<file path="src/rtl/fan_138_pkg.sv">
// Shared constants and types for the fan_138 registered 1-to-8 demultiplexer.
package fan_138_pkg;

  localparam int FAN138_NUM_OUT = 8;
  localparam int FAN138_SEL_W   = 3;

  typedef logic [FAN138_NUM_OUT-1:0] oneHot_t;

endpackage : fan_138_pkg

</file>
<file path="src/rtl/fan_138_dec.sv">
// Combinational 3-to-8 decoder: converts a destination index into a one-hot enable.
module dec_3to8
  import fan_138_pkg::*;
(
  input  logic [FAN138_SEL_W-1:0] sel_i,
  output oneHot_t                 oneHot_o
);

  always_comb begin
    oneHot_o = oneHot_t'(1) << sel_i;
  end

endmodule : dec_3to8

</file>
<file path="src/rtl/fan_138.sv">
// Registered 1-to-8 fan-out: the selected output loads the input, all others clear to zero.
module fan_138
  import fan_138_pkg::*;
#(
  parameter int SIGNAL_WIDTH = 8
) (
  input  logic                    clk,
  input  logic                    rst_n,
  input  logic [SIGNAL_WIDTH-1:0] in,
  input  logic [FAN138_SEL_W-1:0] selector,
  output logic [SIGNAL_WIDTH-1:0] out0,
  output logic [SIGNAL_WIDTH-1:0] out1,
  output logic [SIGNAL_WIDTH-1:0] out2,
  output logic [SIGNAL_WIDTH-1:0] out3,
  output logic [SIGNAL_WIDTH-1:0] out4,
  output logic [SIGNAL_WIDTH-1:0] out5,
  output logic [SIGNAL_WIDTH-1:0] out6,
  output logic [SIGNAL_WIDTH-1:0] out7
);

  oneHot_t                 selHot;
  logic [SIGNAL_WIDTH-1:0] outBus [FAN138_NUM_OUT];

  dec_3to8 u_dec (
    .sel_i    (selector),
    .oneHot_o (selHot)
  );

  // Unselected lanes load zero rather than holding, so stale data never lingers.
  for (genvar g = 0; g < FAN138_NUM_OUT; g++) begin : gLane
    logic [SIGNAL_WIDTH-1:0] out_d;
    logic [SIGNAL_WIDTH-1:0] out_q;

    always_comb begin
      out_d = selHot[g] ? in : '0;
    end

    always_ff @(posedge clk or negedge rst_n) begin
      if (!rst_n) begin
        out_q <= '0;
      end else begin
        out_q <= out_d;
      end
    end

    assign outBus[g] = out_q;
  end

  assign out0 = outBus[0];
  assign out1 = outBus[1];
  assign out2 = outBus[2];
  assign out3 = outBus[3];
  assign out4 = outBus[4];
  assign out5 = outBus[5];
  assign out6 = outBus[6];
  assign out7 = outBus[7];

endmodule : fan_138

</file>
<file path="config.mk">
export PLATFORM = sky130hd
export DESIGN_NAME = fan_138
export DESIGN_NICKNAME = d
export VERILOG_FILES = /design/src/rtl/fan_138_pkg.sv /design/src/rtl/fan_138_dec.sv /design/src/rtl/fan_138.sv
export SDC_FILE = /design/constraint.sdc
export NUM_CORES = 1
export LEC_CHECK = 0
export BUFFER_PORTS_ARGS = -buffer_cell sky130_fd_sc_hd__buf_2
export CORE_UTILIZATION = 50
export CTS_CLUSTER_SIZE = 24
export DETAILED_ROUTE_END_ITERATION = 10
export PLACE_DENSITY_LB_ADDON = 0.25
export SLEW_MARGIN = 5
export SYNTH_ARGS = -nofsm -noshare
export SYNTH_HDL_FRONTEND = slang
export SYNTH_SLANG_ARGS = --single-unit
export TNS_END_PERCENT = 50
</file>
<file path="constraint.sdc">
create_clock -name clk -period 0.8 [get_ports clk]
set_input_delay 0.16 -clock clk [delete_from_list [all_inputs] [get_ports clk]]
set_output_delay 0.16 -clock clk [all_outputs]
set_load 0.02 [all_outputs]
</file>
==> impl_metrics.yaml <==
power:
  ir_worst_vdd_v: 0.00139
  p_total_w: 0.00706
  leakage_nw: 1.79
  p_per_area_nw_per_um2: 2030
clocking:
  cts_root_buffer: "clkbuf_8"
  tritoncts: "done"
  htreeDepth: 3
  clk_pin_slew_ns: 0.07
  cts_setup_buffers: 0
  cts_sinks: 64
  cts_max_path_buffers: 2
  numCtsBuffers: 9
worst_hold_path:
  hold_path.class: "input pin to flop"
place:
  place_area_um2: 2970
  gp_congestion: 0.713
  hpwl_um: 3380
  io_buffers: 76
  dp_slack_ns: -0.0964
critical_path:
  path_max_fanout: 1
  cp-start-kind: "flop"
  path_buf_inv: 1
  worst_path_largest_cell_delay_ns: 0.40
  critPathArrivalTime_ns: 0.86
  cp-end-kind: "primary output"
  path_class: "flop to primary output"
  crit_path_cell_trace: "buf_6"
  slowest_stage: "dfrtp_1"
  cp.required_ns: 0.64
  critPathTopFamily: "flip-flops"
sta:
  timing_hold_violations_final: 0
  holdWs_ns: 0.153
  worstMarginPinSlew_ns: 0.294
  setup_slack_ns: -0.220
  rsz0062_at_grt: "yes"
  maxSlewHeadroom: 0.804
  setup-violations-final: 64
  fin_crit_sh: 1.27
  period_minus_slack_ns: 1.02
  setup-tns-final_ns: -12.41
  report.final.slew_viol_count: 0
  fmax_mhz: 981
global_route:
  grt-ovfl-total: 0
  grtUsageMet3: 0.0442
  track_usage: 0.217
  top_usage_layer: "met2"
  grt_pass1_wl_um: 8160
  antenna_found_initial: 0
  grt_max_degree: 48
  grt_pass1_vias: 1552
  grtUsageMet2: 0.362
  met1_usage: 0.274
run_status:
  outcome: "complete, but fails checks"
  violations: "negative setup slack"
synth:
  syn_area_um2: 2500
  syn_nets: 162
  synthTopCellsByArea: "dfrtp_1 (64%), and4bb_2 (10%), and4b_1 (9.6%)"
  yosys_warnings: 0
  syn_area_per_cell_um2: 16.8
  netlist_top_cells_count: "dfrtp_1 (64), and4b_1 (24), and4bb_2 (20)"
  yosysUniqueCellTypes: 11
  synth_edf_count: 0
  ys.flop_type: "dfrtp_1"
  syn_inst: 149
  synth_most_common_cell: "dfrtp_1"
  synth_top_area_frac: 0.640
  synthArstFlopShare: 1.00
  seq_area_frac_synth: 0.640
  synth_seq_cells: 64
  yosysTopAreaCell: "dfrtp_1"
run:
  cap_violations: 0
layout:
  fill_cells: 315
  drive_gt1_frac: 0.550
  area_delta_synth_final_pct: 39.2
  final_design_area_no_fill_um2: 3480
  antennaDiodeCount: 0
  final_nets: 239
detailed_routing:
  vias: 1576
  drc_errors: 0
  dr.pass1.iters: 4
  wirelength_um: 5330
  drt_iter0_drc: 115
  routedWlPerCell_um: 17.9
  via_per_inst: 5.29
  antenna_left: 0
floorplanning:
  initial_utilization: 0.526
  coreArea_um2: 4750
  rows: 25
  ios: 77
  die_area_um2: 5290
  die_h_um: 72.7
  fp.dieW_um: 72.7
==> power breakdown <==
| part | switching [W] | internal, W |
|---|---|---|
| Clock | 0.00111 | 0.00184 |
| Combinational | 0.000410 | 0.000338 |
| Sequential | 0.0000375 | 0.00332 |
==> through the flow <==
stage	util	cells
detailed placement	0.625	281
CTS	0.714	298
floorplan	-	149
finish	0.732	298
global placement	0.625	281
global route	0.732	298
==> metal layers <==
| layer | routed length [um] | share of wire | vias up |
|---|---|---|---|
| li1 | - | - | 721 |
| met1 | 2180 | 0.41 | 788 |
| met2 | 2860 | 0.54 | 59 |
| met3 | 215 | 0.040 | 8 |
| met4 | 79 | 0.015 | 0 |
| met5 | 0 | 0 | - |
==> flip-flops by register name, indices dropped and copies added (netlist names) <==
name / flops
out0: 8
out1: 8
out2: 8
out3: 8
out4: 8
out5: 8
out6: 8
out7: 8
==> kinds of logic after synthesis <==
group,share of synthesized area
buf+inv,0.0680
simple gates,0.292
flops,0.640
==> final timing paths <==
kind                          from       to  slack (ns)  cells past startpoint
worst max-delay path       out3[6]  out3[6]       -0.22                      1
worst min-delay path         in[7]  out0[7]        0.15                      2
max in group asynchronous    rst_n  out1[1]        0.13                      3
min in group asynchronous    rst_n  out2[6]        0.26                      2
==> cell usage in the layout (no fill, tap or decap), drive strengths merged <==
cell type    Yosys  routed
nor4b            8       8
dfrtp           64      64
and4b           24      24
dlygate4sd3      0       1
and4bb          20      20
clkinv           0       1
nor4bb           4       4
clkbuf           4      13
bufinv           0       2
and4             8       8
buf             17      86
==> final cells by class <==
| class | count | area [um^2] | area share |
|---|---|---|---|
| Clock buffer | 13 | 149 | 0.0428 |
| Tap cell | 67 | 83.8 | 0.0241 |
| Multi-Input combinational cell | 64 | 729 | 0.209 |
| Timing Repair Buffer | 87 | 853 | 0.245 |
| Sequential cell | 64 | 1600 | 0.460 |
| Clock inverter | 3 | 65.1 | 0.0187 |
==> timing repair <==
| item | in CTS | in global routing |
|---|---|---|
| endpoints found under the setup margin | 64 | 64 |
| gates resized for setup | 64 | 28 |
| hold buffers | 1 | 0 |
| endpoints found under the hold margin | 64 | 0 |
No activity file was read; power rests on OpenSTA's default activity.
